===== config.mk =====
export PLATFORM = sky130hd
export DESIGN_NAME = uart_word_tx
export DESIGN_NICKNAME = d
export VERILOG_FILES = /design/src/rtl/uart_word_tx.sv
export SDC_FILE = /design/constraint.sdc
export NUM_CORES = 1
export LEC_CHECK = 0
export ABC_AREA = 1
export CAP_MARGIN = 15
export CORE_UTILIZATION = 32
export CTS_CLUSTER_DIAMETER = 80
export DETAILED_ROUTE_END_ITERATION = 8
export HOLD_SLACK_MARGIN = 0.06
export PLACE_DENSITY = 0.57
export SETUP_SLACK_MARGIN = 0.15
export SLEW_MARGIN = 25
export SYNTH_ARGS = -nofsm -noshare
export SYNTH_HDL_FRONTEND = slang
export SYNTH_SLANG_ARGS = --single-unit

===== constraint.sdc =====
create_clock -name sys_clk -period 1.35 [get_ports sys_clk]
set_input_delay 0.2025 -clock sys_clk [delete_from_list [all_inputs] [get_ports sys_clk]]
set_output_delay 0.2025 -clock sys_clk [all_outputs]
set_load 0.01 [all_outputs]

===== src/rtl/uart_word_tx.sv =====
// Multi-byte 8N1 UART transmitter with selectable byte order.
// Define UART_WORD_TX_PARITY_EN to append an even parity bit per byte.
module uart_word_tx #(
  parameter int CLK_FREQ   = 50_000_000,
  parameter int BAUD       = 115200,
  parameter int WORD_BYTES = 2,
  parameter int MSB_FIRST  = 0
) (
  input  logic                    sys_clk,
  input  logic                    sys_rst,
  input  logic                    send_en,
  input  logic [8*WORD_BYTES-1:0] data_word,
  output logic                    send_ready,
  output logic                    uart_tx_busy,
  output logic                    word_done,
  output logic                    uart_txd
);

  localparam int BAUD_DIV = CLK_FREQ / BAUD;
  localparam int CNT_W =
    (BAUD_DIV > 1) ? $clog2(BAUD_DIV) : 1;
  localparam int IDX_W =
    (WORD_BYTES > 1) ? $clog2(WORD_BYTES) : 1;
  localparam int WORD_W = 8 * WORD_BYTES;
  localparam logic [CNT_W-1:0] BAUD_LAST =
    CNT_W'(BAUD_DIV - 1);
  localparam logic [IDX_W-1:0] IDX_LAST =
    IDX_W'(WORD_BYTES - 1);

  typedef enum logic [2:0] {
    S_IDLE,
    S_START,
    S_DATA,
    S_STOP
`ifdef UART_WORD_TX_PARITY_EN
    , S_PARITY
`endif
  } state_t;

  state_t             r_state;
  logic [CNT_W-1:0]   r_baud;
  logic [2:0]         r_bit;
  logic [IDX_W-1:0]   r_idx;
  logic [WORD_W-1:0]  r_word;
  logic               r_txd;
  logic               r_busy;
  logic               r_ready;
  logic               r_done;

  logic [IDX_W-1:0]   w_sel;
  logic [7:0]         w_byte;
  logic               w_tick;
  logic               w_next_bit;

  assign w_tick = (r_baud == BAUD_LAST);
  assign w_sel  = (MSB_FIRST != 0) ?
                  (IDX_LAST - r_idx) : r_idx;

  // Byte mux written as a loop so non-power-of-2 widths stay in range
  always_comb begin
    w_byte = 8'h00;
    for (int k = 0; k < WORD_BYTES; k++) begin
      if (w_sel == IDX_W'(k)) begin
        w_byte = r_word[8*k +: 8];
      end
    end
  end

  assign w_next_bit = w_byte[r_bit + 3'd1];

  always_ff @(posedge sys_clk) begin
    if (sys_rst) begin
      r_state <= S_IDLE;
      r_baud  <= '0;
      r_bit   <= '0;
      r_idx   <= '0;
      r_word  <= '0;
      r_txd   <= 1'b1;
      r_busy  <= 1'b0;
      r_ready <= 1'b1;
      r_done  <= 1'b0;
    end else begin
      r_done <= 1'b0;
      unique case (r_state)
        S_IDLE: begin
          if (send_en) begin
            r_word  <= data_word;
            r_state <= S_START;
            r_baud  <= '0;
            r_bit   <= '0;
            r_idx   <= '0;
            r_txd   <= 1'b0;
            r_busy  <= 1'b1;
            r_ready <= 1'b0;
          end
        end
        S_START: begin
          if (w_tick) begin
            r_baud  <= '0;
            r_bit   <= '0;
            r_state <= S_DATA;
            r_txd   <= w_byte[0];
          end else begin
            r_baud <= r_baud + 1'b1;
          end
        end
        S_DATA: begin
          if (w_tick) begin
            r_baud <= '0;
            if (r_bit == 3'd7) begin
`ifdef UART_WORD_TX_PARITY_EN
              r_state <= S_PARITY;
              r_txd   <= ^w_byte;
`else
              r_state <= S_STOP;
              r_txd   <= 1'b1;
`endif
            end else begin
              r_bit <= r_bit + 3'd1;
              r_txd <= w_next_bit;
            end
          end else begin
            r_baud <= r_baud + 1'b1;
          end
        end
`ifdef UART_WORD_TX_PARITY_EN
        S_PARITY: begin
          if (w_tick) begin
            r_baud  <= '0;
            r_state <= S_STOP;
            r_txd   <= 1'b1;
          end else begin
            r_baud <= r_baud + 1'b1;
          end
        end
`endif
        S_STOP: begin
          if (w_tick) begin
            r_baud <= '0;
            // Next start bit follows the stop bit with no idle gap
            if (r_idx != IDX_LAST) begin
              r_idx   <= r_idx + 1'b1;
              r_state <= S_START;
              r_txd   <= 1'b0;
            end else begin
              r_idx   <= '0;
              r_state <= S_IDLE;
              r_txd   <= 1'b1;
              r_busy  <= 1'b0;
              r_ready <= 1'b1;
              r_done  <= 1'b1;
            end
          end else begin
            r_baud <= r_baud + 1'b1;
          end
        end
        default: begin
          r_state <= S_IDLE;
          r_baud  <= '0;
          r_bit   <= '0;
          r_idx   <= '0;
          r_txd   <= 1'b1;
          r_busy  <= 1'b0;
          r_ready <= 1'b1;
        end
      endcase
    end
  end

  assign send_ready   = r_ready;
  assign uart_tx_busy = r_busy;
  assign word_done    = r_done;
  assign uart_txd     = r_txd;

endmodule


Word-level counts from Yosys, hierarchy flattened
Cells that the tools add are included.

storage, ports and cells
  output and inout bits = 4
  register bits = 36
  input port bits = 19

cells by class
  reductions and logical operators = 10
  multiplexer cells = 35
  bitwise operators = 3
  eq/ne operators = 12
  $add $sub $neg = 3
  order comparisons = 1

operators by type and width
  kind                   count
  $mux W3                9
  $pmux W3 S4            2
  $mux W9                2
  $pmux W9 S2            1
  $mux W1                15
  $ne A2 B2 Y1 const B   7
  $reduce_and A5 Y1      2
  $add A9 B1 Y9 const B  1
  $eq A9 B9 Y1 const B   1
  $pmux W1 S3            3
  $mux W8                1
  $reduce_and A4 Y1      2
  $eq A3 B2 Y1 const B   2
  $reduce_or A3 Y1       2
  $lt A3 B4 Y1 const B   1
  $pmux W1 S4            1
  $add A3 B1 Y3 const B  1
  $bmux W1 S3            1
  $eq A3 B1 Y1 const B   1
  $eq A3 B3 Y1 const B   1
  $logic_not A3 Y1       1
  $not A1 Y1             3
  $reduce_and A3 Y1      1
  $reduce_and A2 Y1      1
  2 further kinds        2

Logic depth before layout (Yosys ltp)
Gate-level depths: netlist (run 1).

  depth in word-level cells = 6
  gate-level depth with buffers = 11

Worst setup path after synthesis (run 1)
OpenSTA, ideal clock, no wires.

  path type = register to register
  start point = reg r_state[0]
  end point = reg r_baud[7]
  arrival time = 1.367 ns
  data required time = 1.235 ns
  slack = -0.131 ns
  cell stages (with the launch flop) = 11
  clock period less this slack = 1.481 ns
  path through = dfxtp_1 inv_1 ha_1 inv_2 nor2_4 inv_2 buf_6 nand3_2 nor3_2 xnor2_1 nor2_1

on the way
  longest elaborated chain between the ends = 3

RTL lines
  what                                          line  source
  from (decl)                                   40    state_t r_state;
  from (signal assigned)                        73    r_state <= S_IDLE;
  from (signal assigned)                        88    r_state <= S_START;
  from (signal assigned)                        101   r_state <= S_DATA;
  $eq A3 B2 Y1 or $eq A3 B1 Y1 (tied branches)  84    unique case (r_state)
  $reduce_or A3 Y1 (no source line)             -
  $pmux W9 S2                                   84
  to (signal assigned)                          104   r_baud <= r_baud + 1'b1;
  to (signal assigned)                          123   r_baud <= r_baud + 1'b1;
  to (signal assigned)                          154   r_baud <= r_baud + 1'b1;
  to (decl)                                     41    logic [CNT_W-1:0] r_baud;

Several ways; a longest one is shown, not always the timed one.
A chain may end at the register's enable or synchronous reset.

Final worst setup path (run 1)
  start point = reg r_state[0]
  end point = reg r_state[1]

on the way
  longest elaborated chain between the ends = 3

RTL lines
  what                                        line
  $eq A3 B2 Y1, or another cell as far along  84
  $ne A2 B2 Y1 (no source line)               -
  $reduce_and A5 Y1 (no source line)          -

Several ways; a longest one is shown, not always the timed one.

==> results of run 1 <==
## state kept, by name, summed over array words and instances (netlist names)
| name | flops |
|---|---|
| r_baud | 9 |
| r_bit | 3 |
| word_done | 1 |
| uart_tx_busy | 1 |
| r_word | 16 |
| r_state | 2 |
| r_idx | 1 |
| send_ready | 1 |
| uart_txd | 1 |
## timing repair
action	CTS	global route
resized for setup	40	35
hold buffers	0	0
setup endpoints to repair	39	35
setup buffers	11	2
pin swaps	11	20
cloned	0	2
## synth_stat cells
master,number
a211oi_1,1
a211oi_2,1
a21boi_0,1
a21oi_1,24
a21oi_2,1
a21oi_4,1
buf_2,2
buf_6,1
clkbuf_1,5
clkinv_1,1
dfxtp_1,35
ha_1,9
inv_1,30
inv_2,5
nand2_1,42
nand2_2,3
nand3_1,19
nand3_2,2
nand4_1,1
nor2_1,21
nor2_2,1
nor2_4,2
nor3_1,5
nor3_2,2
nor4_1,1
o211ai_2,1
o21ai_0,18
o21ai_1,4
o21ai_2,2
o22ai_1,1
xnor2_1,2
xor2_1,1
## metrics by stage
step,total power [W],area [sq um],utilization [%],setup TNS (ps),hold slack [ps]
after floorplan,0.00339,1870,-,-31.7,367
after global placement,0.00426,2360,45.1,-2810,442
after detailed placement,0.00428,2360,45.1,-2680,435
after CTS,0.00554,2630,50.2,-610,446
after global routing,0.00651,2830,53.9,-1930,475
final,0.00607,2830,53.9,-715,449
## logic make-up (layout without fill, tap and decap cells)
group,after synthesis,after routing,synth area share (%)
xor+xnor,3,3,1.47
compound gates,55,55,17.8
simple gates,99,99,25.5
flops,35,35,39.1
buf+inv,44,109,9.78
fa+ha+maj,9,9,6.29
## metal layers
metal	track usage [%]	up-vias	share of wire, %
met5	0	-	0
met4	5.77	0	1.9
met3	4.05	9	3.3
met2	25.9	35	51
met1	16.9	801	43
li1	-	922	-
## cell type report
type	count	area [sq um]
Clock buffer	8	100
Fill cell	502	2410
Inverter	36	145
Multi-Input combinational cell	166	1170
Sequential cell	35	709
Tap cell	70	87.6
Timing Repair Buffer	65	617
## final timing paths
path | depth (start not counted) | start | end | slack [ps]
max reg2reg | 11 | r_state[0] | r_state[1] | -90
max | 11 | r_state[0] | r_state[1] | -90
min | 2 | r_baud[8] | r_baud[8] | 450
min reg2reg | 2 | r_baud[8] | r_baud[8] | 450
## worst register-to-register path, delay by kind of cell (launching register included)
family | cells | cell delay, ps
and+or+nand+nor | 2 | 270
DFF | 1 | 340
buffers and inverters | 5 | 400
adders and majority gates | 1 | 140
AOI/OAI and AO/OA | 3 | 230
## power breakdown
group / internal, W / switching (W) / leakage, nW
Clock: 0.000466 / 0.000375 / 0.0515
Sequential: 0.00132 / 0.000161 / 0.290
Combinational: 0.00178 / 0.00197 / 0.845
Total: 0.00357 / 0.00250 / 1.19
==> flow_summary_export.csv, run 1 <==
group,metric,value,unit
run_status,status,"finished, violations left",
run_status,violations,"setup timing",
grt,grt_overflow,0,
route,route.vias.total,1767,
finish,finalNetCount,337,
critical_path,path_max_fanout,5,
placement,io_buffers,22,
sta,fin_crit_sh,107,%
sta,drv_slew,0,
floorplanning,die_area,5900,sq um
min_path,worstHoldPathType,"flip-flop to flip-flop",
pwr,ir_drop,1.08,mV
clock_network,ctsHtreeMaxLevel,2,
route,drtIter0Drc,35,
clock_network,cts_buffer_depth,2,
floorplanning,io_pins,23,
synthesis,synth_fp_nets,273,
critical_path,cp_cell_sequence,"inv_4 > ha_4 > inv_4 > nor2_4 > inv_4 > buf_6 > o21ai_2 > inv_2 > nand3_4 > o21ai_1 > a21oi_1",
floorplanning,die_y,76.8,um
critical_path,crit_buf_inv,5,
grt,grt_pass1_vias,1649,
critical_path,start_kind,"flip-flop",
finish,drive_above_1_share,38.1,%
grt,track_usage,14.8,%
route,wl_per_cell,11.9,um
finish,insertedDiodeCount,0,
synthesis,syn_area,1790,sq um
route,drt_pre_antenna_iters,4,
grt,grt_antenna_before_repair,0,
route,drc,0,
clock_network,clk_pin_slew,70,ps
floorplanning,core,5240,sq um
critical_path,critPathMaxStageDelay,340,ps
finish,final_cell_mix,"buf_4 (34), nand2_1 (33), dfxtp_1 (30)",
finish,final_common_cell,"buf_4",
critical_path,endpoint_kind,"flip-flop",
critical_path,cp_common_cell,"inv_4",
route,ant_nets,0,
pwr,power.leakage,1.19,nW
floorplanning,floorplan.initialDensity,34.2,%
sta,timing.final.ws_setup,-88.1,ps
route,wirelength,4.51,mm
floorplanning,die_w,76.8,um
synthesis,syn_avg_cell_area,7.31,sq um
sta,grt_setup_unrepaired,"true",
synthesis,syn-instance-count,245,
floorplanning,fp-row-count,26,
sta,timing.final.crit_period,1440,ps
finish,syn2layout_area_growth,57.8,%
sta,max-slew-margin-rel,86.1,%
grt,grt_max_degree,29,
synthesis,yosys_warnings,0,
synthesis,yosysSeqAreaShare,39.1,%
synthesis,synth.distinct_cells,32,
critical_path,cp_slowest_cell,"dfxtp_2",
synthesis,synth_area_leader_cell,"dfxtp_1",
critical_path,crit_type,"flip-flop to flip-flop",
clock_network,numCtsBuffers,5,
critical_path,cp_data_required_time,1570,ps
clock_network,cts_sinks,35,
placement,post-dp-hpwl,3.02,mm
synthesis,ys_ff_latch,35,
synthesis,ys_top_cells_by_area,"dfxtp_1 (39%), nand2_1 (8.8%), a21oi_1 (6.7%)",
route,viasPerCell,4.65,
clock_network,cts-root-buf,"clkbuf_8",
clock_network,clk_latency,290,ps
placement,dpl_worst_slack,-213,ps
critical_path,critical_path_arrival,1660,ps
sta,clock_skew,6.72,ps
sta,hold_viol_final,0,
clock_network,tritoncts,"yes",
pwr,p_per_area,2150,nW/um^2
flow_run,max_cap_viol_count,0,
placement,dp.cells,357,
sta,setup_viol,16,
finish,fin_cells,380,
grt,grt_pass1_wl,7.09,mm
synthesis,synth_top_area_share,39.1,%
placement,gp_congestion,0.766,
critical_path,crit_family,"buffers and inverters",
sta,fmax,0.695,GHz
sta,worst_pin_slew,207,ps
Power figures use the tool's default switching activity.
==> run 2: changes to the inputs <==
CORE_UTILIZATION = 35   (was 32)
PLACE_DENSITY = 0.65   (was 0.57)
==> run 2 against run 1 <==
Compared with the run above:
- the flow still finishes with violations (setup timing)
- clock skew is 3.4 ps higher
- wire length is 5.6% lower
- non-clock buffer count is 5 lower
- clock-buffer cell count is 2 lower
- global-route usage is 1.3 points higher
- largest power group unchanged
==> flow_summary_export.csv, run 2 (synthesis gave the netlist of run 1 again) <==
group,metric,value,unit
critical_path,r2r_start,"r_state[1]",
grt,grt_antenna_before_repair,0,
critical_path,rrSetupSlack,-70,ps
critical_path,critical_path_arrival,1630,ps
pwr,combPwrFrac,58.2,%
placement,dp.cells,356,
pwr,power.leakage,1.15,nW
pwr,ir_drop,0.803,mV
sta,max-slew-margin-rel,83.8,%
floorplanning,io_pins,23,
grt,grt_pass1_vias,1504,
sta,grt_setup_unrepaired,"true",
sta,hold_viol_final,0,
pwr,p_per_area,2170,nW/um^2
floorplanning,floorplan.initialDensity,37.2,%
critical_path,r2r_end,"r_baud[3]",
clock_network,cts_hold_buf,0,
pwr,pwr-share-clk,16.5,%
min_path,worstHoldPathCells,2,
floorplanning,die_w,73.5,um
route,ant_nets,0,
critical_path,path_max_fanout,6,
clock_network,cts_buffer_depth,2,
pwr,p_seq_share,25.2,%
finish,multiInputGateArea,1120,sq um
floorplanning,core,4820,sq um
placement,gp_congestion,0.813,
floorplanning,die_y,73.5,um
sta,fmax,0.702,GHz
finish,insertedDiodeCount,0,
placement,placed_area,2370,sq um
sta,clock_skew,10.1,ps
route,viasPerCell,4.56,
clock_network,clk_latency,280,ps
placement,io_buffers,22,
route,wl_per_cell,11.4,um
pwr,netSwitchingPower,0.00243,W
route,drtIter0Drc,64,
placement,post-dp-hpwl,2.91,mm
finish,fillerInstances,450,
pwr,p_int,0.00347,W
finish,syn2layout_area_growth,52.1,%
route,drc,0,
clock_network,clk_pin_slew,80,ps
finish,postLayoutCellArea,2720,sq um
grt,grt_max_degree,29,
critical_path,endpoint_kind,"flip-flop",
route,drt_pre_antenna_iters,4,
finish,finalNetCount,332,
finish,largest_reg_flops,16,
critical_path,crit_type,"flip-flop to flip-flop",
clock_network,numCtsBuffers,5,
flow_run,max_cap_viol_count,0,
finish,final_cell_mix,"nand2_1 (35), buf_4 (32), dfxtp_1 (29)",
finish,largest_register,"r_word",
grt,grt_pass1_wl,6.66,mm
clock_network,cts_sinks,35,
critical_path,cp_data_required_time,1550,ps
sta,timing.final.crit_period,1420,ps
grt,track_usage,16.1,%
sta,tns,-517,ps
floorplanning,fp-row-count,25,
min_path,hp-start,"r_word[11]",
run_status,violations,"setup timing",
min_path,holdPathEnd,"r_word[11]",
sta,setup_viol,16,
finish,top_regs,"r_word: 16 flops, r_baud: 9 flops, r_bit: 3 flops",
min_path,worstHoldPathType,"flip-flop to flip-flop",
floorplanning,die_area,5410,sq um
sta,drv_slew,0,
sta,fin_crit_sh,105,%
clock_network,ctsHtreeMaxLevel,2,
sta,worst_pin_slew,240,ps
finish,ff_latch_area,711,sq um
run_status,status,"finished, violations left",
sta,timing.final.ws_setup,-74.0,ps
clock_network,cts-root-buf,"clkbuf_8",
clock_network,tritoncts,"yes",
route,route.vias.total,1695,
route,wirelength,4.26,mm
finish,fin_cells,372,
finish,drive_above_1_share,36.1,%
grt,grt_overflow,0,
finish,final_common_cell,"nand2_1",
pwr,swShare,41.1,%
critical_path,r2r_cells,9,
critical_path,start_kind,"flip-flop",
run 2: changes by cell type in the layout (fill, tap and decap cells not counted), moves of 2 or more:
cell	change
o21ai_1	-6
o21ai_0	+4
ha_4	-3
buf_4	-2
clkbuf_16	-2
ha_2	+2
nand2_1	+2
run 2: power groups by stage:
stage	combinational (W)	sequential [W]	clock, W
after detailed placement	0.00281	0.00148	0
after CTS	0.00290	0.00146	0.000993
after floorplan	0.00189	0.00150	0
after global placement	0.00277	0.00147	0
after global routing	0.00377	0.00152	0.00103
final	0.00344	0.00149	0.000975
run 2: timing repair:
item | CTS | global route
endpoints found under the setup margin | 39 | 35
hold endpoints to repair | 0 | 0
setup buffers | 1 | 7
pin swaps | 9 | 10
gates resized for setup | 18 | 46
run 2: worst max-delay path by stage:
stage                     from         to  slack, ps  depth (start not counted)
floorplan           r_state[0]  r_baud[7]        -20                         10
global placement       send_en   r_bit[0]       -180                          8
detailed placement     send_en   r_bit[1]       -230                          8
CTS                 r_state[1]  r_baud[3]        -70                          9
global route        r_state[1]  r_baud[3]       -140                          9
finish              r_state[1]  r_baud[3]        -70                          9
run 2: layer usage:
| layer | share of wire [%] | up-vias | track usage [%] |
|---|---|---|---|
| li1 | - | 908 | - |
| met1 | 47 | 750 | 20.6 |
| met2 | 49 | 33 | 26.9 |
| met3 | 3.1 | 4 | 4.12 |
| met4 | 0.68 | 0 | 3.85 |
| met5 | 0 | - | 0 |
run 2: through the flow:
| step | hold slack [ps] | setup slack, ps | util, % | total power (W) |
|---|---|---|---|---|
| floorplan | 367 | -16.0 | - | 0.00339 |
| global placement | 437 | -185 | 49.3 | 0.00425 |
| detailed placement | 445 | -230 | 49.3 | 0.00429 |
| CTS | 459 | -70.4 | 52.4 | 0.00535 |
| global route | 481 | -137 | 56.5 | 0.00632 |
| finish | 459 | -74.0 | 56.5 | 0.00590 |
run 2: cell type report:
cell class,instances,share of cell area (%)
timing repair buffer,60,19.9
clock inverter,2,1.29
multi-input combinational,166,41.2
clock buffer,6,3.03
tap,67,3.08
sequential,35,26.1
inverter,36,5.47
run 2: worst max-delay path, cell delays in order (launching register included):
cell and delay (ps):
dfxtp_4 370, inv_4 80, ha_4 150, inv_4 40, nor2_4 110, inv_4 70, buf_6 130, a21oi_4 170
inv_2 80, a211oi_2 140
==> run 3: changes to the inputs <==
==> constraint.sdc (replaced) <==
create_clock -name sys_clk -period 1.35 [get_ports sys_clk]
set_input_delay 0.3375 -clock sys_clk [delete_from_list [all_inputs] [get_ports sys_clk]]
set_output_delay 0.3375 -clock sys_clk [all_outputs]
set_load 0.01 [all_outputs]
==> run 3 against run 2 <==
Compared with the run above:
- the flow still finishes with violations (setup timing)
- sequential share of layout area shrank 3.4 points
- die area unchanged
- utilization is 8.4 points higher
- register-to-register slack got worse by 60 ps
- global-route usage rose by 4.0 points
- largest cell class unchanged
==> flow_summary_export.csv, run 3 (synthesis gave the netlist of run 1 again) <==
group,metric,value,unit
run_status,status,"finished, violations left",
run_status,violations,"setup timing",
floorplanning,die_y,73.5,um
sta,hold_viol_final,0,
placement,post-dp-hpwl,2.96,mm
flow_run,max_cap_viol_count,0,
finish,fillerInstances,392,
sta,worst_pin_slew,282,ps
route,route.vias.total,1911,
clock_network,ctsHtreeMaxLevel,2,
clock_network,clk_pin_slew,80,ps
finish,top_regs,"r_word: 16 flops, r_baud: 9 flops, r_bit: 3 flops",
clock_network,cts_sinks,35,
finish,drive_above_1_share,50.8,%
critical_path,critPathMaxStageDelay,370,ps
floorplanning,core,4820,sq um
route,viasPerCell,4.95,
critical_path,cp_data_required_time,1530,ps
finish,largest_reg_flops,16,
placement,gp_congestion,0.834,
placement,placed_area,2390,sq um
min_path,worstHoldPathType,"flip-flop to flip-flop",
clock_network,cts_buffer_depth,2,
grt,grt_max_degree,18,
sta,drv_slew,0,
pwr,p_per_area,2220,nW/um^2
sta,timing.final.ws_setup,-131,ps
floorplanning,die_area,5410,sq um
clock_network,cts_hold_buf,0,
finish,finalNetCount,346,
floorplanning,die_w,73.5,um
sta,fmax,0.675,GHz
critical_path,crit_type,"flip-flop to flip-flop",
sta,fin_crit_sh,110,%
floorplanning,io_pins,23,
critical_path,start_kind,"flip-flop",
critical_path,cp_slowest_cell,"dfxtp_4",
critical_path,endpoint_kind,"flip-flop",
finish,insertedDiodeCount,0,
finish,largest_register,"r_word",
finish,final_core_util,64.9,%
finish,postLayoutCellArea,3130,sq um
clock_network,tritoncts,"yes",
grt,track_usage,20.0,%
finish,final_cell_mix,"buf_4 (39), nand2_1 (31), dfxtp_1 (29)",
sta,setup_viol,17,
route,ant_nets,0,
grt,grt_antenna_before_repair,0,
route,drc,0,
pwr,power.leakage,1.28,nW
route,drtIter0Drc,67,
grt,grt_pass1_wl,8.09,mm
critical_path,cp_common_cell,"inv_4",
placement,io_buffers,22,
route,wl_per_cell,14.2,um
clock_network,cts-root-buf,"clkbuf_8",
finish,final_common_cell,"buf_4",
floorplanning,fp-row-count,25,
floorplanning,floorplan.initialDensity,37.2,%
sta,grt_setup_unrepaired,"true",
sta,timing.final.crit_period,1480,ps
grt,grt_pass1_vias,1779,
grt,grt_overflow,0,
route,wirelength,5.50,mm
clock_network,clk_latency,290,ps
critical_path,cp_cell_sequence,"inv_4 > ha_4 > inv_4 > nor2_4 > inv_4 > buf_12 > nand2_4 > nor2_4 > nand2_4 > a21oi_2 > nor3_1",
finish,syn2layout_area_growth,74.7,%
pwr,ir_drop,0.978,mV
route,drt_pre_antenna_iters,4,
clock_network,numCtsBuffers,5,
critical_path,path_max_fanout,4,
sta,clock_skew,13.6,ps
critical_path,critical_path_arrival,1660,ps
sta,max-slew-margin-rel,81.2,%
[run 3: changes by cell type in the layout (fill, tap and decap cells not counted), sizes merged, moves of 2 or more]
cell / before / now
buf: 38 / 53
clkbuf: 6 / 8
dlygate4sd2: 4 / 1
clkdlybuf4s15: 0 / 2
[run 3: worst paths after layout]
check        slack [ps]  depth (start not counted)        end        from
min                 450                          2  r_word[7]   r_word[7]
max reg2reg        -130                         11   r_bit[1]  r_state[1]
max                -130                         11   r_bit[1]  r_state[1]
min reg2reg         450                          2  r_word[7]   r_word[7]
[run 3: area by class of cell]
cell class | instances | area (sq um) | area share [%]
clock buffer | 7 | 96.3 | 3.08
clock inverter | 1 | 7.51 | 0.240
tap | 67 | 83.8 | 2.68
multi-input combinational | 166 | 1350 | 43.0
sequential | 35 | 711 | 22.7
timing repair buffer | 74 | 724 | 23.2
inverter | 36 | 159 | 5.08
[run 3: stage by stage]
stage	hold WS [ps]	power, W	setup WS, ps	cells	TNS [ps]
4_1_cts	456	0.00640	-82.3	382	-503
5_1_grt	475	0.00740	-181	386	-2210
3_5_place_dp	442	0.00430	-351	358	-6730
2_1_floorplan	424	0.00339	-16.0	245	-31.7
3_3_place_gp	437	0.00425	-319	358	-6490
6_report	455	0.00695	-131	386	-1160
[run 3: worst max-delay path, delay by kind of cell, from the launching register on]
family / cells / cell delay [ps]
buffers and inverters: 4 / 320
adder cells (fa/ha/maj): 1 / 160
AO/OA/AOI/OAI: 1 / 110
flip-flops: 1 / 370
AND/OR/NAND/NOR: 5 / 390
[run 3: layer usage]
metal | vias up | wire length, um | GRT usage (%)
met5 | - | 0 | 0
met4 | 0 | 156 | 8.12
met3 | 17 | 208 | 3.70
met2 | 49 | 2850 | 34.5
met1 | 909 | 2290 | 24.5
li1 | 936 | - | -
[run 3: where the power goes]
part           total [W]  internal, W  switching (W)
clock network   0.000859     0.000464       0.000395
logic            0.00459      0.00218        0.00240
registers        0.00151      0.00133       0.000179
[run 3: what timing repair did]
| item | in CTS | in global routing |
|---|---|---|
| gates cloned | 3 | 0 |
| endpoints found under the setup margin | 39 | 39 |
| buffers inserted | 13 | 4 |
| resized for setup | 100 | 37 |
| pin swaps | 31 | 19 |
